$ cat config.mk
export PLATFORM = sky130hd
export DESIGN_NAME = multicycle_controller
export DESIGN_NICKNAME = d
export VERILOG_FILES = /design/src/rtl/multicycle_controller.sv
export SDC_FILE = /design/constraint.sdc
export NUM_CORES = 1
export LEC_CHECK = 0
export BUFFER_PORTS_ARGS = -buffer_cell sky130_fd_sc_hd__buf_4
export CAP_MARGIN = 0
export CORE_AREA = 10 10 52 54
export DETAILED_ROUTE_END_ITERATION = 10
export DIE_AREA = 0 0 62 64
export PLACE_DENSITY = 0.87
export SYNTH_ARGS = -nofsm -noshare
export SYNTH_HDL_FRONTEND = slang
export SYNTH_SLANG_ARGS = --single-unit
$ cat constraint.sdc
create_clock -name clk -period 1.9 [get_ports clk]
set_clock_uncertainty 0.1 [all_clocks]
set_input_delay 0.19 -clock clk [delete_from_list [all_inputs] [get_ports clk]]
set_output_delay 0.19 -clock clk [all_outputs]
set_load 0.05 [all_outputs]
$ cat src/rtl/multicycle_controller.sv
// RV32I multicycle control FSM: decodes op/funct into datapath enables,
// mux selects, immediate format and ALU operation; traps on illegal ops.
// Ports: clk, reset (async, active-low), op, funct3, funct7b5, Zero in;
//   PCWrite, AdrSrc, MemWrite, IRWrite, RegWrite, ResultSrc, ALUSrcA,
//   ALUSrcB, ImmSrc, ALUControl, Trap out.
module multicycle_controller (
  input  logic       clk,
  input  logic       reset,
  input  logic [6:0] op,
  input  logic [2:0] funct3,
  input  logic       funct7b5,
  input  logic       Zero,
  output logic       PCWrite,
  output logic       AdrSrc,
  output logic       MemWrite,
  output logic       IRWrite,
  output logic       RegWrite,
  output logic [1:0] ResultSrc,
  output logic [1:0] ALUSrcA,
  output logic [1:0] ALUSrcB,
  output logic [2:0] ImmSrc,
  output logic [3:0] ALUControl,
  output logic       Trap
);

  typedef enum logic [3:0] {
    S_FETCH,
    S_DECODE,
    S_MEMADR,
    S_MEMREAD,
    S_MEMWB,
    S_MEMWRITE,
    S_EXECR,
    S_EXECI,
    S_ALUWB,
    S_BRANCH,
    S_JAL,
    S_JALR1,
    S_JALR2,
    S_LUI,
    S_AUIPC,
    S_ILLEGAL
  } state_t;

  localparam logic [6:0] OP_LOAD  = 7'b0000011;
  localparam logic [6:0] OP_STORE = 7'b0100011;
  localparam logic [6:0] OP_R     = 7'b0110011;
  localparam logic [6:0] OP_I     = 7'b0010011;
  localparam logic [6:0] OP_BR    = 7'b1100011;
  localparam logic [6:0] OP_JAL   = 7'b1101111;
  localparam logic [6:0] OP_JALR  = 7'b1100111;
  localparam logic [6:0] OP_LUI   = 7'b0110111;
  localparam logic [6:0] OP_AUIPC = 7'b0010111;

  localparam logic [1:0] AOP_ADD = 2'b00;
  localparam logic [1:0] AOP_SUB = 2'b01;
  localparam logic [1:0] AOP_FN  = 2'b10;

  state_t     r_state;
  state_t     w_next;
  logic [1:0] w_aluop;
  logic       w_pcw;
  logic       w_mw;
  logic       w_irw;
  logic       w_rw;
  logic       w_trap;

  always_ff @(posedge clk or negedge reset) begin
    if (!reset) r_state <= S_FETCH;
    else        r_state <= w_next;
  end

  always_comb begin
    w_next = r_state;
    case (r_state)
      S_FETCH:  w_next = S_DECODE;
      S_DECODE: begin
        w_next = S_ILLEGAL;
        case (op)
          OP_LOAD,
          OP_STORE: w_next = S_MEMADR;
          OP_R:     w_next = S_EXECR;
          OP_I:     w_next = S_EXECI;
          // only beq/bne are implemented
          OP_BR:    if (funct3[2:1] == 2'b00)
                      w_next = S_BRANCH;
          OP_JAL:   w_next = S_JAL;
          OP_JALR:  w_next = S_JALR1;
          OP_LUI:   w_next = S_LUI;
          OP_AUIPC: w_next = S_AUIPC;
          default:  w_next = S_ILLEGAL;
        endcase
      end
      S_MEMADR:   w_next = (op == OP_LOAD) ?
                           S_MEMREAD : S_MEMWRITE;
      S_MEMREAD:  w_next = S_MEMWB;
      S_MEMWB:    w_next = S_FETCH;
      S_MEMWRITE: w_next = S_FETCH;
      S_EXECR:    w_next = S_ALUWB;
      S_EXECI:    w_next = S_ALUWB;
      S_ALUWB:    w_next = S_FETCH;
      S_BRANCH:   w_next = S_FETCH;
      S_JAL:      w_next = S_ALUWB;
      S_JALR1:    w_next = S_JALR2;
      S_JALR2:    w_next = S_ALUWB;
      S_LUI:      w_next = S_FETCH;
      S_AUIPC:    w_next = S_ALUWB;
      S_ILLEGAL:  w_next = S_ILLEGAL;
      default:    w_next = S_FETCH;
    endcase
  end

  always_comb begin
    w_pcw     = 1'b0;
    AdrSrc    = 1'b0;
    w_mw      = 1'b0;
    w_irw     = 1'b0;
    w_rw      = 1'b0;
    ResultSrc = 2'b00;
    ALUSrcA   = 2'b00;
    ALUSrcB   = 2'b00;
    w_aluop   = AOP_ADD;
    w_trap    = 1'b0;
    case (r_state)
      S_FETCH: begin
        w_irw     = 1'b1;
        ALUSrcB   = 2'b10;
        ResultSrc = 2'b10;
        w_pcw     = 1'b1;
      end
      S_DECODE: begin
        ALUSrcA = 2'b01;
        ALUSrcB = 2'b01;
      end
      S_MEMADR: begin
        ALUSrcA = 2'b10;
        ALUSrcB = 2'b01;
      end
      S_MEMREAD: AdrSrc = 1'b1;
      S_MEMWB: begin
        ResultSrc = 2'b01;
        w_rw      = 1'b1;
      end
      S_MEMWRITE: begin
        AdrSrc = 1'b1;
        w_mw   = 1'b1;
      end
      S_EXECR: begin
        ALUSrcA = 2'b10;
        w_aluop = AOP_FN;
      end
      S_EXECI: begin
        ALUSrcA = 2'b10;
        ALUSrcB = 2'b01;
        w_aluop = AOP_FN;
      end
      S_ALUWB: w_rw = 1'b1;
      S_BRANCH: begin
        ALUSrcA = 2'b10;
        w_aluop = AOP_SUB;
        // funct3[0]=1 is bne
        w_pcw   = funct3[0] ? ~Zero : Zero;
      end
      S_JAL,
      S_JALR2: begin
        ALUSrcA = 2'b01;
        ALUSrcB = 2'b10;
        w_pcw   = 1'b1;
      end
      S_JALR1: begin
        ALUSrcA = 2'b10;
        ALUSrcB = 2'b01;
      end
      S_LUI: begin
        ResultSrc = 2'b11;
        w_rw      = 1'b1;
      end
      S_AUIPC: begin
        ALUSrcA = 2'b01;
        ALUSrcB = 2'b01;
      end
      S_ILLEGAL: w_trap = 1'b1;
      default: ;
    endcase
  end

  // enables are gated by reset directly so they drop without a clock
  assign PCWrite  = w_pcw  & reset;
  assign MemWrite = w_mw   & reset;
  assign IRWrite  = w_irw  & reset;
  assign RegWrite = w_rw   & reset;
  assign Trap     = w_trap & reset;

  always_comb begin
    case (op)
      OP_LOAD,
      OP_I,
      OP_JALR:  ImmSrc = 3'b000;
      OP_STORE: ImmSrc = 3'b001;
      OP_BR:    ImmSrc = 3'b010;
      OP_JAL:   ImmSrc = 3'b011;
      OP_LUI,
      OP_AUIPC: ImmSrc = 3'b100;
      default:  ImmSrc = 3'b000;
    endcase
  end

  always_comb begin
    ALUControl = 4'b0000;
    case (w_aluop)
      AOP_SUB: ALUControl = 4'b0001;
      AOP_FN: begin
        case (funct3)
          3'b000: ALUControl = (op[5] & funct7b5) ?
                               4'b0001 : 4'b0000;
          3'b001: ALUControl = 4'b0111;
          3'b010: ALUControl = 4'b0101;
          3'b011: ALUControl = 4'b0110;
          3'b100: ALUControl = 4'b0100;
          3'b101: ALUControl = funct7b5 ?
                               4'b1001 : 4'b1000;
          3'b110: ALUControl = 4'b0011;
          3'b111: ALUControl = 4'b0010;
          default: ALUControl = 4'b0000;
        endcase
      end
      default: ALUControl = 4'b0000;
    endcase
  end

endmodule

### Word level (Yosys, flattened, before mapping)

Cells that the tools add are included.

* equality and inequality tests: 33
* multiplexer cells: 20
* bitwise gates (word level): 7
* reduce and logical (&&, ||, !) cells: 14

Operators by type and width (number)
* case mux 4 bit (8 select lines): 3
* equality test 4 bit (second input constant): 8
* equality test 7 x 6 -> 1 bit (second input constant): 3
* equality test 7 bit (second input constant): 3
* OR reduction 5 bit: 4
* equality test 4 x 3 -> 1 bit (second input constant): 4
* equality test 7 x 5 -> 1 bit (second input constant): 2
* equality test 3 bit (second input constant): 4
* case mux 2 bit (2 select lines): 3
* case mux 3 bit (4 select lines): 1
* equality test 4 x 2 -> 1 bit (second input constant): 2
* two-way mux 1 bit: 8
* case mux 4 bit (2 select lines): 1
* OR reduction 2 bit: 4
* equality test 7 x 2 -> 1 bit (second input constant): 1
* bitwise AND 1 bit: 6
* equality test 3 x 2 -> 1 bit (second input constant): 2
* two-way mux 3 bit: 2
* case mux 2 bit (3 select lines): 1
* OR reduction 3 bit: 2
* equality test 4 x 1 -> 1 bit (second input constant): 1
* logical NOT 4 bit: 1
* OR reduction 4 bit: 1
* equality test 3 x 1 -> 1 bit (second input constant): 1
* other kinds (6): 6

* register bits: 4
* input port bits: 14
* output and inout bits: 19
* word-level logic and storage cells: 75

### Longest topological paths before layout

Gate-level depths: netlist (run 1).

* word-level depth: 5
* mapped depth: 7

### Worst setup path before layout (run 1)

No wires, ideal clock.

* path type: flip-flop to output port
* start point: register r_state[3]
* end point: output ALUControl[3]
* arrival: 2266 ps
* required time: 1610 ps
* path slack: -656 ps
* stages on the path, launching flop included: 7
* path buffers: 1
* path through: dfrtp_1 -> buf_2 -> nand3_1 -> inv_1 -> ha_1 -> nand2b_1 -> nor3_1

* word-level cells in the longest chain between the ends: 5
* elaborated cells between the ends (all ways): 8
* classes of those cells: 5 x eq/ne; 2 x mux; 1 x reduce/logical

RTL lines
* from (decl): line 59 `state_t r_state;`
* from (signal assigned): line 70 `else r_state <= w_next;`
* equality test 4 x 3 -> 1 bit: line 124 `case (r_state)`
* OR reduction 2 bit (no line)
* case mux 2 bit (2 select lines) (*): line 124
* equality test 2 bit / equality test 2 x 1 -> 1 bit (equally long branches): line 210 `case (w_aluop)`
* case mux 4 bit (2 select lines) (*): line 210
* to (decl): line 22 `output logic [3:0] ALUControl,`

Mark *: on every way between the ends. The rest lies on a longest branch, timed or not.

### Worst setup path in the final report (run 1)

Ends and elaborated chain as after synthesis.

==> run_results.csv, run 1 <==
group,metric,value,unit
clocking,tritoncts,"done",
timing,rsz0062_at_grt,"true",
power,power.internal,0.933,mW
setup_path,cp_data_required_time,1.61,ns
run_status,status,"finished with violations",
layout,largest_reg_flops,4,
logic_synthesis,syn_area_per_cell,6.70,um2
logic_synthesis,synth.yosys.warnings,0,
run_status,failed_checks,"setup timing",
die,core_area,0.00171,mm2
logic_synthesis,yosysSeqAreaShare,13.3,%
die,num_io_pins,33,
logic_synthesis,yosys-top-cells-count,"17 x nand2_1, 12 x nor2_1, 6 x a21oi_1",
timing,setup_viol_count_final,3,
min_path,hold_path_class,"primary input to asynchronous set/reset pin",
clocking,clockBufferDepth,2,
layout,drive_above_1_share,51.9,%
grt,grt_use_met2,24.6,%
setup_path,critPathKind,"flop to output pin",
timing,slew_headroom,73.1,%
clocking,cts_sinks,4,
routing,ant_nets,0,
layout,largestRegisters,"r_state (4)",
power,p_sw,1.23,mW
logic_synthesis,syn_inst,112,
power,ir_drop,0.964,mV
die,fp.dieH,64,um
routing,drc_errors,0,
setup_path,end_kind,"output pin",
power,pwr_density_cell,1650,mW/mm2
grt,grt_pass1_wl,4750,um
die,num_rows,15,
routing,vias_per_cell,5.69,
placement,hpwl,1970,um
run,cap_violations,0,
timing,period_share,103,%
clocking,h-tree-depth,1,
placement,portBuffers,32,
power,power_frac_seq,8.3,%
power,p_comb_share,86.4,%
logic_synthesis,yosys-top-cells-area,"dfrtp_1 13%, nand2_1 8.5%, nor2_1 6.0%",
power,clkPwrFrac,5.3,%
logic_synthesis,netlist_area,751,um2
logic_synthesis,dominantRegCellSynth,"dfrtp_1",
clocking,cts_buffers,3,
power,p_sw_share,57.0,%
timing,setup_ws,-0.0575,ns
setup_path,start_kind,"flop",
grt,overflow,0,
setup_path,arrival,1.67,ns
logic_synthesis,yosys.area.top_type,"dfrtp_1",
die,initial_core_util,44.0,%
layout,antenna_cells,0,
setup_path,path_max_fanout,4,
grt,grt_antenna_before_repair,0,
logic_synthesis,ys_ff_latch,4,
grt,gr-usage-all-layers,15.2,%
logic_synthesis,synth_nets,128,
logic_synthesis,synth_top_area_share,13.3,%
clocking,cts.clk_slew.worst_paths,0.04,ns
grt,use_met3,4.15,%
timing,slew_viol_final,0,
clocking,insertion_delay,0.25,ns
logic_synthesis,synth_most_common_cell,"nand2_1",
layout,area_delta_synth_final,74.8,%
timing,fin_crit,1.96,ns
layout,nets,172,
logic_synthesis,synthArstFlopShare,100,%
timing,fmax,511,MHz
power,power,2.17,mW
routing,wirelength,2980,um
placement,pre_cts_slack,0.0368,ns
routing,first_pass_iters,4,
logic_synthesis,yosysUniqueCellTypes,37,
grt,use_met1,16.6,%
timing,tightest_slew,0.398,ns
layout,largest-register,"r_state",
die,die_w,62,um
clocking,root_buffer,"clkbuf_4",
die,die-area,0.00397,mm2
grt,grt.busiest_layer,"met2",
timing,hold_violations,0,
routing,vias,1019,
logic_synthesis,synth-edff-count,0,
routing,wire_per_inst,16.6,um
placement,gp_congestion,0.861,
layout,fin_util,76.8,%
routing,drt_iter0_markers,20,
grt,grt_pass1_vias,1031,
power,power.leakage,0.573,nW
grt,grt_max_degree,12,
[worst max-delay path: stages (launching register included)]
cell	delay (ns)
dfrtp_2	0.44
nor2b_2	0.17
nand2_2	0.09
ha_4	0.25
nand2b_4	0.15
nor3_4	0.13
buf_6	0.18
[per-layer routing]
metal	part of all wire [%]	routed length (um)	up-vias
li1	-	-	482
met2	50	1500	44
met5	0	0	-
met1	39	1160	479
met4	4.3	128	0
met3	6.2	184	14
[final cells by class]
class                           count  area (um2)
Clock buffer                        3        22.5
Fill cell                         121         395
Inverter                            6        22.5
Multi-Input combinational cell     95         748
Sequential cell                     4         103
Tap cell                           25        31.3
Timing Repair Buffer               46         385
[through the flow]
step | TNS, ns | cells | instance area, um2 | hold slack [ns]
floorplan | -0.806 | 112 | 787 | -0.206
global placement | 0 | 170 | 1070 | -0.0951
detailed placement | 0 | 170 | 1070 | -0.0953
CTS | -0.0130 | 179 | 1230 | 0.179
global route | -0.314 | 179 | 1310 | 0.221
finish | -0.117 | 179 | 1310 | 0.196
[power by group through the flow]
stage	Clock [mW]	Combinational (mW)	Sequential, mW
finish	0.115	1.87	0.180
global route	0.121	1.98	0.183
CTS	0.116	1.67	0.161
detailed placement	0	1.50	0.162
global placement	0	1.47	0.161
floorplan	0	1.08	0.155
[worst paths after layout]
path | slack [ns] | startpoint | endpoint | cells past startpoint
max in group asynchronous | 1.36 | reset | r_state[3] | 2
worst max register to register | 0.30 | r_state[0] | r_state[1] | 7
worst max-delay path | -0.06 | r_state[3] | ALUControl[3] | 6
worst min-delay path | 0.20 | reset | r_state[0] | 2
min in group clk | 0.21 | op[0] | r_state[2] | 4
worst min register to register | 0.71 | r_state[1] | r_state[3] | 3
[timing repair]
item | 4_1_cts | 5_1_grt
hold endpoints to repair | 4 | 0
resized for setup | 19 | 17
hold buffers | 1 | 0
setup buffers | 5 | 0
pin swaps | 6 | 1
endpoints found under the setup margin | 3 | 10
[cells by family (layout without fill, tap and decap cells)]
family                     Yosys count  after routing  synth area share [%]
and+or+nand+nor                     57             57                  39.0
AOI/OAI and AO/OA                   28             28                  25.7
buffers and inverters               13             55                  9.00
xor gates and xnor gates             6              6                  7.00
DFF                                  4              4                  13.3
adders and majority gates            2              2                  3.33
muxes                                2              2                  2.67
[placed cells by master, fill, tap and decap left out, types with 2 or more instances in the layout]
cell type | Yosys | layout
nand2_1 | 17 | 14
o211ai_1 | 4 | 4
nor3_1 | 5 | 3
nand2_2 | 0 | 3
nor2_1 | 12 | 8
o21ai_1 | 5 | 5
inv_1 | 4 | 3
ha_4 | 0 | 2
buf_4 | 2 | 35
and3_1 | 3 | 3
and2_1 | 4 | 4
a21oi_1 | 6 | 5
nor2_2 | 0 | 3
mux2i_1 | 2 | 2
nand3_1 | 5 | 4
o31a_1 | 2 | 2
dfrtp_1 | 4 | 2
o21ai_0 | 3 | 3
buf_6 | 1 | 10
dfrtp_2 | 0 | 2
inv_2 | 2 | 3
xnor2_1 | 4 | 3
clkbuf_4 | 0 | 3
Note: power is estimated with default switching activity, not from simulation.
==> run 2, diff against run 1 <==
==> config.mk (replaced) <==
export PLATFORM = sky130hd
export DESIGN_NAME = multicycle_controller
export DESIGN_NICKNAME = d
export VERILOG_FILES = /design/src/rtl/multicycle_controller.sv
export SDC_FILE = /design/constraint.sdc
export NUM_CORES = 1
export LEC_CHECK = 0
export CAP_MARGIN = 0
export CORE_AREA = 10 10 48 50
export DETAILED_ROUTE_END_ITERATION = 10
export DIE_AREA = 0 0 58 60
export DONT_BUFFER_PORTS = 1
export PLACE_DENSITY = 0.81
export SYNTH_ARGS = -nofsm -noshare
export SYNTH_HDL_FRONTEND = slang
export SYNTH_SLANG_ARGS = --single-unit
==> run 2 against run 1 <==
The run still ends with setup timing left. First-iteration DRC count grew to 3.1 times the previous value. Design area shrank 12%. Flip-flop and latch count is the same.
==> run_results.csv, run 2 (synthesized netlist as in run 1, its figures left out) <==
group,metric,value,unit
timing,rsz0062_at_grt,"true",
clocking,cts_sinks,4,
layout,drive_above_1_share,42.6,%
clocking,h-tree-depth,1,
grt,gr-usage-all-layers,16.4,%
setup_path,start_kind,"flop",
layout,final_area,0.00115,mm2
grt,grt_antenna_before_repair,0,
power,pwr_density_cell,1820,mW/mm2
grt,grt_pass1_vias,947,
run_status,status,"finished with violations",
timing,hold_violations,0,
timing,timing.hold.ws,0.108,ns
layout,final_common_cell,"buf_4",
layout,nets,154,
clocking,clockBufferDepth,2,
run_status,failed_checks,"setup timing",
die,die-area,0.00348,mm2
setup_path,ff2ff_setup_slack,0.35,ns
die,num_io_pins,33,
grt,grt_pass1_wl,4500,um
layout,largest-register,"r_state",
routing,drc_errors,0,
setup_path,cp_data_required_time,1.61,ns
grt,grt_max_degree,12,
power,power.leakage,0.485,nW
timing,fmax,480,MHz
layout,largest_reg_flops,4,
placement,portBuffers,0,
layout,mostFrequentLayoutCells,"20 x buf_4, 15 x nand2_1, 10 x nor2_1",
timing,period_share,110,%
timing,setup_ws,-0.182,ns
setup_path,end_kind,"output pin",
placement,gp_congestion,0.946,
run,cap_violations,0,
setup_path,r2r-start,"r_state[3]",
die,num_rows,14,
layout,fin_util,80.2,%
routing,wire_per_inst,21.5,um
routing,ant_nets,0,
layout,antenna_cells,0,
timing,slew_headroom,66.7,%
clocking,insertion_delay,0.26,ns
min_path,hold_path_class,"primary input to asynchronous set/reset pin",
die,initial_core_util,52.3,%
layout,instances_no_fill,152,
layout,fillCellCount,92,
routing,first_pass_iters,5,
timing,slew_viol_final,0,
placement,placed_area,967,um2
setup_path,path_max_fanout,3,
setup_path,arrival,1.79,ns
layout,largestRegisters,"r_state (4)",
clocking,root_buffer,"clkbuf_4",
power,ir_drop,0.798,mV
power,power,2.10,mW
setup_path,r2r_cells,5,
clocking,tritoncts,"done",
setup_path,critPathKind,"flop to output pin",
placement,hpwl,2170,um
clocking,cts.clk_slew.worst_paths,0.04,ns
routing,wirelength,3270,um
die,die_w,58,um
placement,dp.cells,145,
timing,tns,-0.587,ns
timing,setup_viol_count_final,4,
routing,vias,980,
setup_path,r2r_end,"r_state[1]",
placement,pre_cts_slack,0.0340,ns
die,core_area,0.00144,mm2
grt,overflow,0,
die,fp.dieH,60,um
routing,vias_per_cell,6.45,
clocking,cts_buffers,3,
timing,tightest_slew,0.501,ns
layout,area_delta_synth_final,53.5,%
timing,fin_crit,2.08,ns
routing,drt_iter0_markers,62,
-- run 2: power by group --
group | switching [mW] | internal (mW) | total [mW] | leakage (nW)
clock | 0.0456 | 0.0714 | 0.117 | 0.0138
sequential | 0.0499 | 0.128 | 0.178 | 0.0489
combinational | 1.12 | 0.682 | 1.80 | 0.423
-- run 2: timing repair --
item                                    4_1_cts  5_1_grt
resized for setup                            11       15
endpoints found under the setup margin        3       10
buffers inserted                              2        1
hold endpoints to repair                      4        0
pin swaps                                     5        4
hold buffers                                  1        0
-- run 2: cell type report --
| class | instances | area [um2] | area share, % |
|---|---|---|---|
| clock buffers | 3 | 22.5 | 1.95 |
| inverters | 6 | 22.5 | 1.95 |
| multi-input cells | 95 | 729 | 63.3 |
| flip-flops and latches | 4 | 101 | 8.79 |
| well taps | 16 | 20.0 | 1.74 |
| repair buffers | 28 | 256 | 22.3 |
-- run 2: per-layer routing --
layer	vias to the layer above	GRT usage [%]	wire length, um
li1	445	-	-
met1	439	15.3	1010
met2	77	29.4	1720
met3	19	5.51	381
met4	0	12.1	154
met5	-	0	0
-- run 2: how the worst max path moves through the flow --
| stage | startpoint | to | slack [ns] |
|---|---|---|---|
| after floorplan | r_state[3] | ALUControl[1] | -0.28 |
| after global placement | r_state[1] | ALUControl[3] | 0.14 |
| after detailed placement | r_state[2] | ALUControl[3] | 0.03 |
| after CTS | r_state[3] | ALUControl[3] | -0.12 |
| after global routing | r_state[2] | ALUControl[0] | -0.25 |
| final | r_state[2] | ALUControl[3] | -0.18 |
-- run 2: critical path, stage by stage, from the launching register on --
cell      delay [ns]
dfrtp_1         0.42
nor2b_4         0.22
nand2_2         0.12
ha_4            0.27
nand2b_4        0.16
nor3_4          0.16
buf_6           0.18
==> run 3, diff against run 2 <==
--- a/config.mk
+++ b/config.mk
@@ -10,7 +10,7 @@
 export DETAILED_ROUTE_END_ITERATION = 10
 export DIE_AREA = 0 0 58 60
 export DONT_BUFFER_PORTS = 1
-export PLACE_DENSITY = 0.81
+export PLACE_DENSITY = 0.7
 export SYNTH_ARGS = -nofsm -noshare
 export SYNTH_HDL_FRONTEND = slang
 export SYNTH_SLANG_ARGS = --single-unit
==> constraint.sdc (replaced) <==
create_clock -name clk -period 1.9 [get_ports clk]
set_clock_uncertainty 0.1 [all_clocks]
set_input_delay 0.19 -clock clk [delete_from_list [all_inputs] [get_ports clk]]
set_output_delay 0.19 -clock clk [all_outputs]
set_load 0.1 [all_outputs]
==> run 3 against run 2 <==
The run now fails in 5_1_grt. Area after synthesis stayed put. Synthesized cell count unchanged.
==> run_results.csv, run 3 <==
group,metric,value,unit
run_status,status,"aborted with a tool error",
run_status,failing_step,"5_1_grt",
run_status,stop_error,"[ERROR DPL-0038] Utilization greater than 100%, impossible to legalize",
logic_synthesis,yosys.area.top_type,"dfrtp_1",
placement,dp.cells,147,
placement,gp_congestion,0.827,
die,die_w,58,um
logic_synthesis,synth_mux_area_share,2.67,%
clocking,cts_buffers,3,
placement,portBuffers,0,
logic_synthesis,synthXorXnorAreaFrac,7.00,%
timing,worstEpCategory,"top-level output",
logic_synthesis,yosysSeqAreaShare,13.3,%
logic_synthesis,synthArstFlopShare,100,%
logic_synthesis,synth_nets,128,
die,fp.dieH,60,um
clocking,root_buffer,"clkbuf_4",
logic_synthesis,synth_fa_ha_area_share,3.33,%
clocking,cts_sinks,4,
placement,hpwl,2200,um
logic_synthesis,synth-edff-count,0,
placement,pre_cts_slack,0.0661,ns
clocking,h-tree-depth,1,
logic_synthesis,synth-compound-area-share,25.7,%
logic_synthesis,netlist_area,751,um2
logic_synthesis,yosysUniqueCellTypes,37,
logic_synthesis,syn_area_per_cell,6.70,um2
die,num_rows,14,
logic_synthesis,synth.yosys.warnings,0,
logic_synthesis,yosys-top-cells-count,"17 x nand2_1, 12 x nor2_1, 6 x a21oi_1",
logic_synthesis,dominantRegCellSynth,"dfrtp_1",
logic_synthesis,ys_ff_latch,4,
logic_synthesis,yosys.area_share.simple,39.0,%
logic_synthesis,synth_top_area_share,13.3,%
logic_synthesis,synth_most_common_cell,"nand2_1",
clocking,clockBufferDepth,2,
die,initial_core_util,52.3,%
logic_synthesis,yosys-top-cells-area,"dfrtp_1 13%, nand2_1 8.5%, nor2_1 6.0%",
grt,grt_max_degree,14,
logic_synthesis,syn_inst,112,
timing,crit_endpoint,"ALUControl[3]",
die,num_io_pins,33,
logic_synthesis,synth_top_family_by_area,"simple AND/OR/NAND/NOR gates",
[run 3: cell counts after synthesis]
No cell type changed its count.
[run 3: cells by family after synthesis]
kind of cell | count (synthesis)
AND/OR/NAND/NOR | 57
buffers and inverters | 13
XOR/XNOR | 6
multiplexers | 2
AO/OA/AOI/OAI | 28
flip-flops | 4
adder cells (fa/ha/maj) | 2
[run 3: metrics by stage]
stage	setup TNS, ns	instance area, um2	hold WS [ns]
3_5_place_dp	0	1250	-0.205
2_1_floorplan	-1.53	898	-0.206
3_3_place_gp	0	1250	-0.205
4_1_cts	-0.151	1380	0.107
[run 3: what timing repair did]
action,in CTS
resized for setup,12
hold buffers,1
hold endpoints to repair,4
pin swaps,7
setup buffers,5
endpoints found under the setup margin,9
==> run 4, diff against run 3 <==
--- a/config.mk
+++ b/config.mk
@@ -6,11 +6,11 @@
 export NUM_CORES = 1
 export LEC_CHECK = 0
 export CAP_MARGIN = 0
-export CORE_AREA = 10 10 48 50
+export CORE_AREA = 10 10 71 73
 export DETAILED_ROUTE_END_ITERATION = 10
-export DIE_AREA = 0 0 58 60
+export DIE_AREA = 0 0 81 83
 export DONT_BUFFER_PORTS = 1
-export PLACE_DENSITY = 0.7
+export PLACE_DENSITY_LB_ADDON = 0.15
 export SYNTH_ARGS = -nofsm -noshare
 export SYNTH_HDL_FRONTEND = slang
 export SYNTH_SLANG_ARGS = --single-unit
==> run 4 against run 3 <==
The flow now finishes, with violations (setup timing).
==> run_results.csv, run 4 (synthesized netlist as in run 1, its figures left out) <==
group,metric,value,unit
run_status,status,"finished with violations",
run_status,failed_checks,"setup timing",
clocking,h-tree-depth,1,
timing,setup_viol_count_final,3,
setup_path,arrival,1.72,ns
layout,antenna_cells,0,
timing,slew_headroom,72.0,%
timing,setup_ws,-0.106,ns
layout,largestRegisters,"r_state (4)",
grt,grt_pass1_vias,984,
run,cap_violations,0,
routing,vias,930,
die,num_rows,22,
grt,grt_pass1_wl,4640,um
layout,final_common_cell,"buf_4",
layout,fillCellCount,372,
routing,ant_nets,0,
layout,largest_reg_flops,4,
die,die_w,81,um
placement,gp_congestion,0.805,
setup_path,start_kind,"flop",
clocking,root_buffer,"clkbuf_8",
grt,use_met3,2.91,%
setup_path,critPathKind,"flop to output pin",
clocking,clockBufferDepth,2,
grt,grt_antenna_before_repair,0,
placement,hpwl,2240,um
layout,drive_above_1_share,53.7,%
die,initial_core_util,20.7,%
grt,use_met1,9.45,%
setup_path,path_max_fanout,11,
timing,rsz0062_at_grt,"true",
setup_path,end_kind,"output pin",
timing,fmax,498,MHz
clocking,cts.clk_slew.worst_paths,0.04,ns
routing,vias_per_cell,4.77,
timing,tns,-0.252,ns
layout,final_area,0.00156,mm2
die,fp.dieH,83,um
die,die-area,0.00672,mm2
timing,hold_violations,0,
die,num_io_pins,33,
layout,area_delta_synth_final,108,%
setup_path,cp_data_required_time,1.61,ns
layout,largest-register,"r_state",
min_path,hold_path_class,"primary input to flop",
min_path,whs_path_depth,2,
routing,first_pass_iters,4,
timing,period_share,106,%
layout,mostFrequentLayoutCells,"18 x buf_4, 16 x buf_12, 14 x nand2_1",
routing,wire_per_inst,14.6,um
routing,drt_iter0_markers,30,
grt,grt.busiest_layer,"met2",
clocking,tritoncts,"done",
placement,dp.cells,181,
routing,wirelength,2850,um
placement,portBuffers,0,
clocking,cts_buffers,3,
grt,grt_max_degree,14,
routing,drc_errors,0,
grt,overflow,0,
timing,slew_viol_final,0,
grt,grt_use_met2,13.0,%
clocking,insertion_delay,0.23,ns
die,core_area,0.00363,mm2
timing,fin_crit,2.01,ns
placement,placed_area,0.00132,mm2
layout,instances_no_fill,195,
setup_path,r2r_cells,7,
layout,nets,164,
grt,gr-usage-all-layers,8.46,%
clocking,cts_sinks,4,
timing,tightest_slew,0.414,ns
-- run 4: final timing paths --
| path | from | to | slack [ns] |
|---|---|---|---|
| min | op[2] | r_state[2] | 0.12 |
| max reg2reg | r_state[0] | r_state[1] | 0.34 |
| min reg2reg | r_state[3] | r_state[2] | 0.61 |
| min in group asynchronous | reset | r_state[2] | 0.15 |
| max | r_state[1] | ALUControl[3] | -0.11 |
| max in group asynchronous | reset | r_state[3] | 1.35 |
-- run 4: cell type report --
type	instances	area, um2	share of cell area, %
clock buffer	4	45.0	2.88
inverter	6	26.3	1.68
multi-input combinational	95	827	52.9
sequential	4	101	6.49
tap	48	60.1	3.84
timing repair buffer	38	503	32.2
-- run 4: what timing repair did --
action	in CTS	in global routing
hold buffers	1	0
setup endpoints to repair	9	11
endpoints found under the hold margin	4	0
resized for setup	9	18
setup buffers	3	7
pin swaps	6	12
-- run 4: per-stage QoR --
step | hold WS [ns] | worst slack, ns | utilization [%]
2_1_floorplan | -0.206 | -0.419 | -
3_3_place_gp | -0.205 | 0.102 | 36.4
3_5_place_dp | -0.205 | 0.0816 | 36.4
4_1_cts | 0.111 | -0.137 | 39.8
5_1_grt | 0.120 | -0.217 | 43.0
6_report | 0.116 | -0.106 | 43.0
-- run 4: layer usage --
metal / vias up / routed length (um)
li1: 464 / -
met1: 430 / 1160
met2: 29 / 1390
met3: 7 / 209
met4: 0 / 90
met5: - / 0
-- run 4: worst max-delay path, cell delays in order, from the launching register on --
cell,delay (ns)
dfrtp_1,0.35
buf_4,0.26
nand2_4,0.09
ha_4,0.22
nand2b_4,0.16
nor3_4,0.21
buf_12,0.20
Power of run 4 is left out: the tool's default activity adds up to more than one toggle a clock period on the data nets, which glitch-free logic cannot reach.
